## src/rtl/mul_pkg.sv

```systemverilog
// Shared definitions for the sequential M-extension multiplier.
// Holds the operation and state encodings, the operand/limb geometry,
// and helpers that map the step counter onto limb indices and limb
// shift amounts.
// Optional feature macro used elsewhere in this slice: MUL_ZERO_SKIP_EN.
package mul_pkg;

    localparam int XLEN    = 32;
    localparam int SLICE_W = 11;
    localparam int NSLICE  = 3;
    localparam int ACC_W   = 2 * XLEN;

    // Counter value of the final limb-pair step (NSLICE*NSLICE steps, from 0).
    localparam logic [3:0] LAST_CNT = 4'(NSLICE * NSLICE - 1);

    typedef enum logic [1:0] {
        OP_MUL    = 2'b00,
        OP_MULH   = 2'b01,
        OP_MULHSU = 2'b10,
        OP_MULHU  = 2'b11
    } mul_op_e;

    typedef enum logic [1:0] {
        ST_IDLE = 2'b00,
        ST_RUN  = 2'b01,
        ST_FIX  = 2'b10,
        ST_DONE = 2'b11
    } mul_state_e;

    // Bit offset of limb position idx (0..4, i.e. i+j of a limb pair).
    function automatic logic [5:0] limb_shift(input logic [2:0] idx);
        logic [5:0] sh;
        case (idx)
            3'd0:    sh = 6'd0;
            3'd1:    sh = 6'd11;
            3'd2:    sh = 6'd22;
            3'd3:    sh = 6'd33;
            3'd4:    sh = 6'd44;
            default: sh = 6'd0;
        endcase
        return sh;
    endfunction

    // Limb idx of a 32-bit magnitude; the top limb is only 10 bits wide
    // and comes out zero-extended because of the right shift.
    function automatic logic [SLICE_W-1:0] limb_of(input logic [XLEN-1:0] mag,
                                                   input logic [1:0]      idx);
        logic [XLEN-1:0] sh;
        sh = mag >> limb_shift({1'b0, idx});
        return sh[SLICE_W-1:0];
    endfunction

    // Step counter -> {i, j} with i = cnt/3 (rs1 limb) and j = cnt%3 (rs2 limb).
    function automatic logic [3:0] cnt_ij(input logic [3:0] cnt);
        logic [3:0] ij;
        case (cnt)
            4'd0:    ij = 4'b00_00;
            4'd1:    ij = 4'b00_01;
            4'd2:    ij = 4'b00_10;
            4'd3:    ij = 4'b01_00;
            4'd4:    ij = 4'b01_01;
            4'd5:    ij = 4'b01_10;
            4'd6:    ij = 4'b10_00;
            4'd7:    ij = 4'b10_01;
            4'd8:    ij = 4'b10_10;
            default: ij = 4'b00_00;
        endcase
        return ij;
    endfunction

endpackage

```

## src/rtl/mul_seq_if.sv

```systemverilog
// Bundle of the request, partial-product slice and response signals of
// mul_seq. The slave modport is the sequencer's view; the master modport
// is the view of the surrounding issue logic / slice / consumer.
//   in_valid/in_ready/op/rs1/rs2 : request handshake and operands
//   kill                         : synchronous flush
//   pp_en/pp_rs1/pp_rs2/pp_prod  : partial-product slice port
//   out_valid/out_ready/result   : response handshake
interface mul_seq_if;
    import mul_pkg::*;

    logic                 in_valid;
    logic                 in_ready;
    logic [1:0]           op;
    logic [XLEN-1:0]      rs1;
    logic [XLEN-1:0]      rs2;
    logic                 kill;
    logic                 pp_en;
    logic [SLICE_W-1:0]   pp_rs1;
    logic [SLICE_W-1:0]   pp_rs2;
    logic [ACC_W-1:0]     pp_prod;
    logic                 out_valid;
    logic                 out_ready;
    logic [XLEN-1:0]      result;

    modport slave (
        input  in_valid, op, rs1, rs2, kill, pp_prod, out_ready,
        output in_ready, pp_en, pp_rs1, pp_rs2, out_valid, result
    );

    modport master (
        output in_valid, op, rs1, rs2, kill, pp_prod, out_ready,
        input  in_ready, pp_en, pp_rs1, pp_rs2, out_valid, result
    );

endinterface

```

## src/rtl/mul_sign_prep.sv

```systemverilog
// Combinational operand preparation: decides which operands are signed
// for the given op, forms their 32-bit unsigned magnitudes and the sign
// of the final product.
//   op_i   : operation (MUL, MULH, MULHSU, MULHU)
//   rs1_i  : multiplicand
//   rs2_i  : multiplier
//   mag1_o : |rs1| (0x80000000 stays 0x80000000, i.e. 2^31)
//   mag2_o : |rs2|
//   neg_o  : product must be negated
module mul_sign_prep
    import mul_pkg::*;
(
    input  logic [1:0]      op_i,
    input  logic [XLEN-1:0] rs1_i,
    input  logic [XLEN-1:0] rs2_i,
    output logic [XLEN-1:0] mag1_o,
    output logic [XLEN-1:0] mag2_o,
    output logic            neg_o
);

    logic s1_s;
    logic s2_s;
    logic n1_s;
    logic n2_s;

    // Signedness per op; MUL is treated unsigned since its low half is identical.
    always_comb begin
        s1_s = 1'b0;
        s2_s = 1'b0;
        case (op_i)
            OP_MUL:    begin s1_s = 1'b0; s2_s = 1'b0; end
            OP_MULH:   begin s1_s = 1'b1; s2_s = 1'b1; end
            OP_MULHSU: begin s1_s = 1'b1; s2_s = 1'b0; end
            OP_MULHU:  begin s1_s = 1'b0; s2_s = 1'b0; end
            default:   begin s1_s = 1'b0; s2_s = 1'b0; end
        endcase
    end

    // Magnitudes and product sign.
    always_comb begin
        n1_s = s1_s & rs1_i[XLEN-1];
        n2_s = s2_s & rs2_i[XLEN-1];
        if (n1_s) begin
            mag1_o = ~rs1_i + 32'd1;
        end else begin
            mag1_o = rs1_i;
        end
        if (n2_s) begin
            mag2_o = ~rs2_i + 32'd1;
        end else begin
            mag2_o = rs2_i;
        end
        neg_o = n1_s ^ n2_s;
    end

endmodule

```

## src/rtl/mul_seq.sv

```systemverilog
// Multi-cycle sequencer/accumulator for MUL/MULH/MULHSU/MULHU.
// Steps the nine limb pairs of |rs1| x |rs2| through an external 11x11
// partial-product slice (one pair per cycle), accumulates the shifted
// products, applies the sign fix and returns the selected 32-bit half.
//   clk, rst_n : clock, asynchronous active-low reset
//   bus        : mul_seq_if.slave (request, kill, slice port, response)
// Optional feature: define MUL_ZERO_SKIP_EN to finish immediately (result 0,
// no slice activity) when either operand magnitude is zero.
module mul_seq
    import mul_pkg::*;
(
    input  logic      clk,
    input  logic      rst_n,
    mul_seq_if.slave  bus
);

    mul_state_e          state_q;
    logic [XLEN-1:0]     mag1_q;
    logic [XLEN-1:0]     mag2_q;
    logic                neg_q;
    logic [1:0]          op_q;
    logic [ACC_W-1:0]    acc_q;
    logic [3:0]          cnt_q;
    logic [XLEN-1:0]     result_q;
    logic                out_valid_q;
    logic                in_ready_q;
    logic                pp_en_q;
    logic [SLICE_W-1:0]  pp_rs1_q;
    logic [SLICE_W-1:0]  pp_rs2_q;

    logic [XLEN-1:0]     mag1_s;
    logic [XLEN-1:0]     mag2_s;
    logic                neg_s;
    logic                zero_s;
    logic [3:0]          cnt_d;
    logic [3:0]          ij_cur_s;
    logic [3:0]          ij_nxt_s;
    logic [ACC_W-1:0]    acc_d;
    logic [ACC_W-1:0]    fixed_s;

    mul_sign_prep u_sign_prep (
        .op_i   (bus.op),
        .rs1_i  (bus.rs1),
        .rs2_i  (bus.rs2),
        .mag1_o (mag1_s),
        .mag2_o (mag2_s),
        .neg_o  (neg_s)
    );

`ifdef MUL_ZERO_SKIP_EN
    assign zero_s = (mag1_s == 32'd0) || (mag2_s == 32'd0);
`else
    assign zero_s = 1'b0;
`endif

    // Accumulate step for the current limb pair and the sign-fixed product.
    always_comb begin
        cnt_d    = cnt_q + 4'd1;
        ij_cur_s = cnt_ij(cnt_q);
        ij_nxt_s = cnt_ij(cnt_d);
        acc_d    = acc_q + (bus.pp_prod <<
                            limb_shift({1'b0, ij_cur_s[3:2]} + {1'b0, ij_cur_s[1:0]}));
        if (neg_q) begin
            fixed_s = ~acc_q + 64'd1;
        end else begin
            fixed_s = acc_q;
        end
    end

    // Sequencer FSM with all outputs registered; KILL overrides every transition.
    always_ff @(posedge clk or negedge rst_n) begin
        if (!rst_n) begin
            state_q     <= ST_IDLE;
            mag1_q      <= 32'd0;
            mag2_q      <= 32'd0;
            neg_q       <= 1'b0;
            op_q        <= 2'b00;
            acc_q       <= 64'd0;
            cnt_q       <= 4'd0;
            result_q    <= 32'd0;
            out_valid_q <= 1'b0;
            in_ready_q  <= 1'b1;
            pp_en_q     <= 1'b0;
            pp_rs1_q    <= 11'd0;
            pp_rs2_q    <= 11'd0;
        end else if (bus.kill) begin
            // RESULT deliberately keeps its last value.
            state_q     <= ST_IDLE;
            acc_q       <= 64'd0;
            cnt_q       <= 4'd0;
            out_valid_q <= 1'b0;
            in_ready_q  <= 1'b1;
            pp_en_q     <= 1'b0;
            pp_rs1_q    <= 11'd0;
            pp_rs2_q    <= 11'd0;
        end else begin
            case (state_q)
                ST_IDLE: begin
                    if (bus.in_valid && in_ready_q) begin
                        mag1_q     <= mag1_s;
                        mag2_q     <= mag2_s;
                        neg_q      <= neg_s;
                        op_q       <= bus.op;
                        acc_q      <= 64'd0;
                        cnt_q      <= 4'd0;
                        in_ready_q <= 1'b0;
                        if (zero_s) begin
                            state_q     <= ST_DONE;
                            result_q    <= 32'd0;
                            out_valid_q <= 1'b1;
                        end else begin
                            // Present the first limb pair in the first RUN cycle.
                            state_q  <= ST_RUN;
                            pp_en_q  <= 1'b1;
                            pp_rs1_q <= limb_of(mag1_s, 2'd0);
                            pp_rs2_q <= limb_of(mag2_s, 2'd0);
                        end
                    end else begin
                        in_ready_q <= 1'b1;
                    end
                end
                ST_RUN: begin
                    acc_q <= acc_d;
                    cnt_q <= cnt_d;
                    if (cnt_q == LAST_CNT) begin
                        state_q  <= ST_FIX;
                        pp_en_q  <= 1'b0;
                        pp_rs1_q <= 11'd0;
                        pp_rs2_q <= 11'd0;
                    end else begin
                        // Limbs for the following step are staged one cycle ahead.
                        pp_rs1_q <= limb_of(mag1_q, ij_nxt_s[3:2]);
                        pp_rs2_q <= limb_of(mag2_q, ij_nxt_s[1:0]);
                    end
                end
                ST_FIX: begin
                    if (op_q == OP_MUL) begin
                        result_q <= fixed_s[XLEN-1:0];
                    end else begin
                        result_q <= fixed_s[ACC_W-1:XLEN];
                    end
                    out_valid_q <= 1'b1;
                    state_q     <= ST_DONE;
                end
                ST_DONE: begin
                    if (bus.out_ready) begin
                        out_valid_q <= 1'b0;
                        in_ready_q  <= 1'b1;
                        state_q     <= ST_IDLE;
                    end else begin
                        state_q <= ST_DONE;
                    end
                end
                default: begin
                    state_q     <= ST_IDLE;
                    out_valid_q <= 1'b0;
                    in_ready_q  <= 1'b1;
                    pp_en_q     <= 1'b0;
                    pp_rs1_q    <= 11'd0;
                    pp_rs2_q    <= 11'd0;
                end
            endcase
        end
    end

    assign bus.in_ready  = in_ready_q;
    assign bus.out_valid = out_valid_q;
    assign bus.result    = result_q;
    assign bus.pp_en     = pp_en_q;
    assign bus.pp_rs1    = pp_rs1_q;
    assign bus.pp_rs2    = pp_rs2_q;

endmodule

```

## src/flat_wrapper.sv

```systemverilog
// flat-port wrapper written by rule: the top's interface ports become plain ports
module mul_seq_flat import mul_pkg::*;
  (clk, rst_n, bus_in_valid, bus_op, bus_rs1, bus_rs2, bus_kill, bus_pp_prod, bus_out_ready, bus_in_ready, bus_pp_en, bus_pp_rs1, bus_pp_rs2, bus_out_valid, bus_result);
  mul_seq_if bus_i ();
  input  logic clk;
  input  logic rst_n;
  input wire logic [$bits(bus_i.in_valid)-1:0] bus_in_valid;
  input wire logic [$bits(bus_i.op)-1:0] bus_op;
  input wire logic [$bits(bus_i.rs1)-1:0] bus_rs1;
  input wire logic [$bits(bus_i.rs2)-1:0] bus_rs2;
  input wire logic [$bits(bus_i.kill)-1:0] bus_kill;
  input wire logic [$bits(bus_i.pp_prod)-1:0] bus_pp_prod;
  input wire logic [$bits(bus_i.out_ready)-1:0] bus_out_ready;
  output wire logic [$bits(bus_i.in_ready)-1:0] bus_in_ready;
  output wire logic [$bits(bus_i.pp_en)-1:0] bus_pp_en;
  output wire logic [$bits(bus_i.pp_rs1)-1:0] bus_pp_rs1;
  output wire logic [$bits(bus_i.pp_rs2)-1:0] bus_pp_rs2;
  output wire logic [$bits(bus_i.out_valid)-1:0] bus_out_valid;
  output wire logic [$bits(bus_i.result)-1:0] bus_result;
  assign bus_i.in_valid = bus_in_valid;
  assign bus_i.op = bus_op;
  assign bus_i.rs1 = bus_rs1;
  assign bus_i.rs2 = bus_rs2;
  assign bus_i.kill = bus_kill;
  assign bus_i.pp_prod = bus_pp_prod;
  assign bus_i.out_ready = bus_out_ready;
  assign bus_in_ready = bus_i.in_ready;
  assign bus_pp_en = bus_i.pp_en;
  assign bus_pp_rs1 = bus_i.pp_rs1;
  assign bus_pp_rs2 = bus_i.pp_rs2;
  assign bus_out_valid = bus_i.out_valid;
  assign bus_result = bus_i.result;
  mul_seq u_core (.clk(clk), .rst_n(rst_n), .bus(bus_i));
endmodule
```

## config.mk

```make
export PLATFORM = sky130hd
export DESIGN_NAME = mul_seq_flat
export DESIGN_NICKNAME = d
export VERILOG_FILES = /design/src/rtl/mul_pkg.sv /design/src/rtl/mul_seq_if.sv /design/src/rtl/mul_sign_prep.sv /design/src/rtl/mul_seq.sv /design/src/flat_wrapper.sv
export SDC_FILE = /design/constraint.sdc
export NUM_CORES = 1
export LEC_CHECK = 0
export BUFFER_PORTS_ARGS = -buffer_cell sky130_fd_sc_hd__buf_2
export CAP_MARGIN = 0
export CORE_MARGIN = 10
export CORE_UTILIZATION = 40
export CTS_CLUSTER_DIAMETER = 200
export DETAILED_ROUTE_END_ITERATION = 8
export PLACE_DENSITY = 0.72
export SETUP_SLACK_MARGIN = 0.4
export SKIP_CTS_REPAIR_TIMING = 1
export SYNTH_ARGS = -nofsm -noshare
export SYNTH_HDL_FRONTEND = slang
export SYNTH_SLANG_ARGS = --single-unit
```

## constraint.sdc

```tcl
create_clock -name clk -period 6.4 [get_ports clk]
set_clock_uncertainty 0.2 [all_clocks]
set_input_delay 0.32 -clock clk [delete_from_list [all_inputs] [get_ports clk]]
set_output_delay 0.32 -clock clk [all_outputs]
set_load 0.005 [all_outputs]
```

# Word level (Yosys, flattened, before mapping)
# Memory sizes are Yosys's and may differ from the RTL's.
# Cells that the tools add are included.
[op_classes] reduce_logical=19 muxes=48 addsub=6 n_eq_ne=20 bitwise=7 shifts=5
[ops] op="$mux 64" count=3
[ops] op="$pmux 64 s2" count=1
[ops] op="$shr 32x6->11" count=4
[ops] op="$mux 32" count=3
[ops] op="$pmux 6 s4" count=3
[ops] op="$mux 11" count=6
[ops] op="$add 32x1->32 const B" count=2
[ops] op="$add 64x1->64 const B" count=1
[ops] op="$add 64x64->64" count=1
[ops] op="$not 32->32" count=2
[ops] op="$not 64->64" count=1
[ops] op="$shl 64x6->64" count=1
[ops] op="$mux 6" count=9
[ops] op="$pmux 11 s2" count=2
[ops] op="$eq 2x2->1 const B" count=8
[ops] op="$logic_not 2->1" count=5
[ops] op="$pmux 1 s2" count=5
[ops] op="$reduce_and 2->1" count=5
[ops] op="$reduce_bool 3->1" count=3
[ops] op="$eq 2x1->1 const B" count=4
[ops] op="$mux 1" count=8
[ops] op="$mux 2" count=4
[ops] op="$mux 4" count=2
[ops] op="$pmux 2 s4" count=1
[ops] op="other kinds (16)" count=21
[word_totals] reg_bits=194 mem_count=2 output_inout_bits=57 mem_bits_ro=128
[mem_list] name="(no name shown)" words=16 width=4 rd=1 rd_clocked_by_memory_dff=0 wr=0 line="mul_pkg.sv:56" rtl="case (cnt)"
[mem_list] name="(no name shown)" words=16 width=4 rd=1 rd_clocked_by_memory_dff=0 wr=0 line="mul_pkg.sv:56"

# Longest topological paths before layout
# Gate-level depths: netlist (run 1).
# An unclocked memory read counts as a cell.
[logic_depth] ltp_word=11 ltp_mapped=32 ltp_nobuf=28

# By module
# Synthesis (run 1) repeated with hierarchy kept, for this count alone.
[hier_totals] cells_unflattened=2416 area_unflattened_um2=19474.9
[modules_own_cells] module="mul_seq" n_inst=1 cells_each=2189 area_per_inst_um2=17949.7 seq_area_each_um2=4855.9
[modules_own_cells] module="mul_sign_prep" n_inst=1 cells_each=227 area_per_inst_um2=1525.2 seq_area_each_um2=0.0

# Least setup slack after synthesis (run 1)
# No wires, ideal clock.
[synth_timing] path_kind="register to register" startpoint="register u_core.cnt_q[0]" endpoint="register u_core.acc_q[55]" setup_ns=0.129 t_required_ns=6.071 stages_incl_launch_ff=32 n_path_buf=6 setup_slack_ns=0.198 arrival_time_ns=5.873 path_cell_list="dfrtp_1 -> inv_1 -> ha_1 -> nor2_1 -> nand2_1 -> o21ai_0 -> nand2b_1 -> fa_1 -> clkbuf_1 -> nand2_1 -> nand3b_1 -> buf_4 -> buf_4 -> buf_6 -> buf_4 -> mux2i_1 -> nor2_1 -> a21oi_1 -> mux2i_1 -> a22o_1 -> ha_1 -> buf_2 -> a21o_1 -> a21o_1 -> a221o_1 -> o2111ai_2 -> a211oi_2 -> or3b_4 -> a21boi_2 -> o31a_1 -> xor2_1 -> o21ai_1"
[synth_between] elab_chain_len=8
[synth_rtl] element="from (decl)" line="mul_seq.sv:23" rtl="logic [3:0] cnt_q;"
[synth_rtl] element="from (signal assigned)" line="mul_seq.sv:124" rtl="cnt_q <= cnt_d;"
[synth_rtl] element="$mem_v2 16x4 *"
[synth_rtl] element="$add 2x2->3 *" line="mul_seq.sv:62" rtl="limb_shift({1'b0, ij_cur_s[3:2]} + {1'b0, ij_cur_s[1:0]}));"
[synth_rtl] element="$eq 3x3->1 (tied with other cells)" line="mul_pkg.sv:33" rtl="case (idx)"
[synth_rtl] element="$pmux 6 s4 *" line="mul_pkg.sv:33"
[synth_rtl] element="$shl 64x6->64 *" line="mul_seq.sv:61" rtl="acc_d = acc_q + (bus.pp_prod <<"
[synth_rtl] element="$add 64x64->64 *" line="mul_seq.sv:61"
[synth_rtl] element="$pmux 64 s2 *" line="mul_seq.sv:97" rtl="case (state_q)"
[synth_rtl] element="$mux 64 *" line="mul_seq.sv:86" rtl="end else if (bus.kill) begin"
[synth_rtl] element="to (signal assigned)" line="mul_seq.sv:78" rtl="acc_q <= 64'd0;"
[synth_rtl] element="to (signal assigned)" line="mul_seq.sv:89" rtl="acc_q <= 64'd0;"
[synth_rtl] element="to (signal assigned)" line="mul_seq.sv:104" rtl="acc_q <= 64'd0;"
[synth_rtl] element="to (decl)" line="mul_seq.sv:22" rtl="logic [ACC_W-1:0] acc_q;"
# Every way passes the cells marked *; elsewhere a longest branch is shown, timed or not.
# A chain may end at the register's enable or synchronous reset.

# Worst setup path in the final report (run 1)
[layout_timing] startpoint="register u_core.cnt_q[1]" endpoint="register u_core.acc_q[59]"
# Same word-level chain as after synthesis.

==> qor.yml, run 1 <==
synthesis:
  synth.cell_area_um2: 19700
  muxShareOfSynthArea_pct: 10.2
  synth_ff_type: "dfrtp_1"
  synth.distinct_cells: 90
  synth_top_area_share_pct: 24.5
  postSynthAreaPerCell_um2: 7.64
  synth_edf_count: 0
  yosys.area_share.simple_pct: 19.9
  ys_seq_area_share_pct: 24.7
  synth-xor-area-share_pct: 7.26
  synth_cells: 2575
  synth.area.top_cells: "dfrtp_1, nand2_1, o21ai_0, mux2i_1, a21oi_1"
  synth_top_family_by_area: "compound AO/OA/AOI/OAI gates"
  yosys_warnings: 0
  async_flop_share_pct: 100
  synth-compound-area-share_pct: 27.8
  synthAdderAreaFrac_pct: 5.49
  synthesis.nets: 2792
  yosysTopAreaCell: "dfrtp_1"
  synth-seq-cells: 194
cells_and_area:
  final_area_um2: 24800
  area_growth_pct: 25.9
  antenna_cells: 0
  drive_above_1_share_pct: 25.0
  layout.nets: 3109
  final_common_cell: "nand2_1"
  final-seq-area_um2: 4860
  fill_cells: 4617
  final_cell_mix: "nand2_1, buf_4, o21ai_0"
  multi_input_area_um2: 15000
timing:
  fin_setup_tns_ps: -37.6
  rsz0062_at_grt: "true"
  finalSetupViolCount: 1
  max_slew_margin_pct: 29.6
  tightest_slew_ps: 1060
  layout_setup_ws_ps: -37.6
  fmax_mhz: 155
  hold_viol: 15
  timing.hold.ws_ps: -36.5
  finalCritPeriodShare_pct: 101
  slew_violations: 0
  min_period_ps: 6440
critical_path:
  slowest_stage: "fa_4"
  cp_max_fo: 7
  critical-path-max-stage-delay_ps: 900
  start_kind: "register"
  end_kind: "register"
  required_ps: 6600
  critPathArrivalTime_ps: 6630
  worstSetupPathType: "register to register"
  critPathMostFrequentCell: "a21oi_2"
outcome:
  violations: "hold timing, setup timing"
  status: "finished with violations"
floorplan:
  dieArea_um2: 58500
  die_h_um: 242
  initial_core_util_pct: 40.4
  core_um2: 48700
  die_w_um: 242
  io-pin-count: 192
  rows: 81
job:
  maxCapViolCount: 0
detailed_routing:
  routed_wl_mm: 81.7
  drtAntennaViolNets: 0
  vias_per_cell: 6.16
  vias: 21980
  drc: 0
  drt_iter0_markers: 2616
  wl_per_cell_um: 22.9
  drt-pass1-iter-count: 6
clock_network:
  cts_buffers: 17
  clockRootBuffer: "clkbuf_16"
  clk_pin_slew_ps: 80
  clock_sinks: 194
  cts_tree: "yes"
  worstSkewPairLatency_ps: 470
  htree_levels: 4
  ctsLongestPathBuffers: 2
min_path:
  hp-class: "input pin to register"
power:
  vdd_drop_max_uv: 302
  p_leak_nw: 11.2
  powerDensity_nw_per_um2: 516
placed_design:
  port_buffers: 191
  hpwl_mm: 62.5
  globalplace.congestion: 1.02
  dpl_cell_area_um2: 22500
grt:
  grt_max_degree: 129
  grt.total_usage_pct: 26.0
  grt_pass1_vias: 20751
  antenna_found_initial: 2
  grt-ovfl-total: 0
  grt_pass1_wl_mm: 122
-- synthesized netlist by cell type (12+ instances only) --
master / number
nand4_1: 16
mux2i_1: 117
o221ai_1: 12
nor2_1: 220
and3_1: 19
o21ai_1: 15
o31ai_1: 27
mux4_2: 29
and2_1: 12
dfrtp_1: 193
a21oi_1: 210
a211oi_1: 28
a21boi_0: 13
buf_2: 30
nor2b_1: 25
nand3_1: 50
mux2_2: 17
inv_1: 44
buf_1: 18
nand2_1: 384
o21ai_0: 269
o211ai_1: 25
a221oi_1: 18
or3_1: 18
o41ai_1: 12
a21o_1: 52
a22oi_1: 16
nor3_1: 46
xor2_1: 84
xnor2_1: 79
clkbuf_1: 125
ha_1: 80
o22ai_1: 43
a31oi_1: 36
o21bai_1: 12
-- metrics by stage --
step / utilization, % / std cells / setup WS, ps / total power, W
floorplan: - / 2575 / 424 / 0.00737
global placement: 46.1 / 3465 / 42.4 / 0.0103
detailed placement: 46.1 / 3465 / -37.3 / 0.0104
CTS: 47.3 / 3497 / -19.3 / 0.0115
global route: 50.8 / 3569 / -237 / 0.0136
finish: 50.8 / 3569 / -37.6 / 0.0128
-- registers in the layout, summed over array words and instances (netlist names) --
signal,count
u_core.mag2_q,32
u_core.mag1_q,32
u_core.neg_q,1
u_core.acc_q,64
u_core.op_q,2
u_core.bus.in_ready,1
u_core.state_q,2
u_core.bus.pp_en,1
u_core.bus.out_valid,1
u_core.cnt_q,4
u_core.bus.result,32
u_core.bus.pp_rs1,11
u_core.bus.pp_rs2,11
-- worst max-delay path: cells and delay by family, from the launching register on --
family | cells | cell delay (ps)
AO/OA/AOI/OAI | 10 | 1620
adder cells (fa/ha/maj) | 3 | 1390
flip-flops | 1 | 400
AND/OR/NAND/NOR | 11 | 1940
buffers and inverters | 3 | 460
multiplexers | 1 | 320
-- path summary, 6_finish.rpt --
path | slack (ps) | from | endpoint | depth (start not counted)
max | -40 | u_core.cnt_q[1] | u_core.acc_q[59] | 28
min | -40 | bus_in_valid | u_core.state_q[0] | 3
max reg2reg | -40 | u_core.cnt_q[1] | u_core.acc_q[59] | 28
min reg2reg | 280 | u_core.bus.result[2] | u_core.bus.result[2] | 2
max in group asynchronous | 4360 | rst_n | u_core.acc_q[33] | 3
min in group asynchronous | 340 | rst_n | u_core.bus.result[7] | 2
-- logic make-up (layout without fill, tap and decap cells) --
logic type,after synthesis,after routing
AOI/OAI and AO/OA,878,878
and+or+nand+nor,866,866
buffers and inverters,225,555
DFF,194,194
xor gates and xnor gates,163,163
muxes,163,163
adders and majority gates,86,86
-- per-layer routing --
metal,vias to the layer above,share of wire [%],global-route usage (%)
li1,10056,-,-
met1,10592,40,32.8
met2,1129,47,43.0
met3,201,8.6,5.52
met4,2,4.2,9.45
met5,-,0.013,0
-- power breakdown --
part	internal, W	leakage [nW]	switching, W
Clock	0.000541	0.289	0.000569
Sequential	0.00174	2.50	0.000714
Combinational	0.00404	8.43	0.00518
-- final cells by class --
class	count	share of cell area, %
clock buffer	19	1.83
sequential	194	19.6
inverter	44	0.667
clock inverter	13	0.551
timing repair buffer	479	13.6
multi-input combinational	2156	60.4
tap	664	3.35
Power figures use the tool's default switching activity.
==> run 2: changes to the inputs <==
--- a/config.mk
+++ b/config.mk
@@ -11,7 +11,7 @@
 export CORE_UTILIZATION = 40
 export CTS_CLUSTER_DIAMETER = 200
 export DETAILED_ROUTE_END_ITERATION = 8
-export PLACE_DENSITY = 0.72
+export PLACE_DENSITY = 0.7
 export SETUP_SLACK_MARGIN = 0.4
 export SKIP_CTS_REPAIR_TIMING = 1
 export SYNTH_ARGS = -nofsm -noshare
==> constraint.sdc (replaced) <==
create_clock -name clk -period 8.4 [get_ports clk]
set_clock_uncertainty 0.2 [all_clocks]
set_input_delay 0.42 -clock clk [delete_from_list [all_inputs] [get_ports clk]]
set_output_delay 0.42 -clock clk [all_outputs]
set_load 0.005 [all_outputs]
==> run 2 against run 1 <==
  * The run now ends clean
  * Clock power fell by 28%
  * Critical path depth fell by 2
  * Largest cell class unchanged
  * Routed wire length fell by 3.1%
  * Combinational power fell by 40%
  * Worst hold slack improved by 62 ps
  * Non-clock buffer count fell by 247
  * Total power fell by 36%
  * Worst setup slack improved by 840 ps
  * Critical endpoint is now u_core.acc_q[60]
  * Sequential power fell by 24%
  * Maximum frequency fell by 15%
  * Clock-buffer cell count did not move
==> qor.yml, run 2 (synthesis gave the netlist of run 1 again) <==
outcome:
  status: "finished, final reports clean"
grt:
  grt-ovfl-total: 0
  grt.total_usage_pct: 25.9
  grt_pass1_wl_mm: 120
  grt_max_degree: 129
  antenna_found_initial: 0
  grt_pass1_vias: 19666
detailed_routing:
  drt-pass1-iter-count: 6
  routed_wl_mm: 79.2
  drt_iter0_markers: 2482
  vias: 20682
  wl_per_cell_um: 23.8
  vias_per_cell: 6.23
  drtAntennaViolNets: 0
  drc: 0
critical_path:
  r2r_slack_ps: 800
  r2r_end: "u_core.acc_q[60]"
  critPathArrivalTime_ps: 7800
  end_kind: "register"
  r2r-start: "u_core.cnt_q[0]"
  start_kind: "register"
  crit_end: "u_core.acc_q[60]"
  cp_max_fo: 41
  slowest_stage: "fa_4"
  required_ps: 8600
  critPathMostFrequentCell: "nand2_1"
  worstSetupPathType: "register to register"
  crit_start: "u_core.cnt_q[0]"
  r2r_cells: 26
  critical-path-max-stage-delay_ps: 810
cells_and_area:
  multi_input_area_um2: 14000
  antenna_cells: 0
  fill_cells: 4958
  final_common_cell: "nand2_1"
  final-seq-area_um2: 4860
  regMostFlops: "u_core.acc_q"
  largest_reg_flops: 64
  final_cell_mix: "nand2_1, o21ai_0, nor2_1"
  layout.nets: 2862
  area_growth_pct: 10.0
  drive_above_1_share_pct: 13.1
floorplan:
  die_h_um: 242
  dieArea_um2: 58500
  core_um2: 48700
  rows: 81
  io-pin-count: 192
  die_w_um: 242
  initial_core_util_pct: 40.4
clock_network:
  clk_pin_slew_ps: 80
  cts_tree: "yes"
  htree_levels: 4
  clockRootBuffer: "clkbuf_16"
  ctsLongestPathBuffers: 2
  clock_sinks: 194
  worstSkewPairLatency_ps: 470
  cts_buffers: 17
timing:
  fin_setup_tns_ps: 0
  finalCritPeriodShare_pct: 90.4
  finalSetupViolCount: 0
  fmax_mhz: 132
  max_slew_margin_pct: 20.1
  layout_setup_ws_ps: 803
  rsz0062_at_grt: "false"
  hold_viol: 0
  slew_violations: 0
  min_period_ps: 7600
  tightest_slew_ps: 1190
job:
  maxCapViolCount: 0
power:
  vdd_drop_max_uv: 189
  powerDensity_nw_per_um2: 380
  p_leak_nw: 9.80
placed_design:
  hpwl_mm: 61.9
  port_buffers: 191
  globalplace.congestion: 0.999
  dp_slack_ps: 1030
min_path:
  hp-class: "input pin to register"
==> run 2: changes by cell type in the layout (fill, tap and decap cells not counted), moves of 10 or more <==
cell           before  now
nor2_1            206  217
buf_4             245   40
dlygate4sd3_1      18    1
ha_1               63   80
ha_4               12    0
buf_6              17    0
mux2i_1           107  117
o21ai_1            41   15
o21ai_0           234  268
a21oi_2            19    0
a21oi_1           188  210
==> run 2: area by class of cell <==
| type | count | area share, % |
|---|---|---|
| Multi-Input combinational cell | 2156 | 64.6 |
| Sequential cell | 194 | 22.4 |
| Timing Repair Buffer | 232 | 5.89 |
| Tap cell | 664 | 3.84 |
| Clock buffer | 19 | 2.00 |
| Inverter | 44 | 0.763 |
| Clock inverter | 13 | 0.520 |
==> run 2: worst min path at each step <==
stage                                     from              endpoint  slack (ps)  depth (start not counted)
after floorplan                          rst_n       u_core.acc_q[0]         -80                          0
after global placement    u_core.bus.result[4]  u_core.bus.result[4]         260                          1
after detailed placement  u_core.bus.result[4]  u_core.bus.result[4]         270                          1
after CTS                                rst_n       u_core.acc_q[3]         -60                          1
after global routing               bus_rs2[31]     u_core.mag2_q[31]          40                          3
final                                bus_op[1]        u_core.op_q[1]          30                          3
==> run 2: routing by layer <==
metal	track usage (%)	vias to the layer above	wire (µm)
met5	0	-	0
met4	10.5	0	3170
met3	4.84	168	6590
met2	41.5	1030	36600
met1	33.8	9925	32800
li1	-	9559	-
==> run 2: worst max-delay path: cells and delay by family, from the launching register on <==
kind / cells / cell delay (ps)
buffers and inverters: 3 / 810
adder cells (fa/ha/maj): 3 / 1430
flip-flops: 1 / 530
AO/OA/AOI/OAI: 10 / 2830
AND/OR/NAND/NOR: 10 / 1690
==> run 2: per-stage QoR <==
stage,hold WS (ps),power (W),instance area (µm²),cells,util [%]
finish,25.9,0.00823,21700,3322,44.4
global route,37.4,0.00883,21700,3322,44.4
CTS,-59.2,0.00815,21600,3321,44.4
detailed placement,266,0.00731,21100,3289,43.3
global placement,258,0.00726,21100,3289,43.3
floorplan,-75.6,0.00561,19700,2575,-
==> run 2: where the power goes <==
group	leakage [nW]	switching, W	internal, W	total, W
Combinational	7.03	0.00344	0.00212	0.00556
Sequential	2.50	0.000544	0.00132	0.00187
Clock	0.269	0.000411	0.000390	0.000801
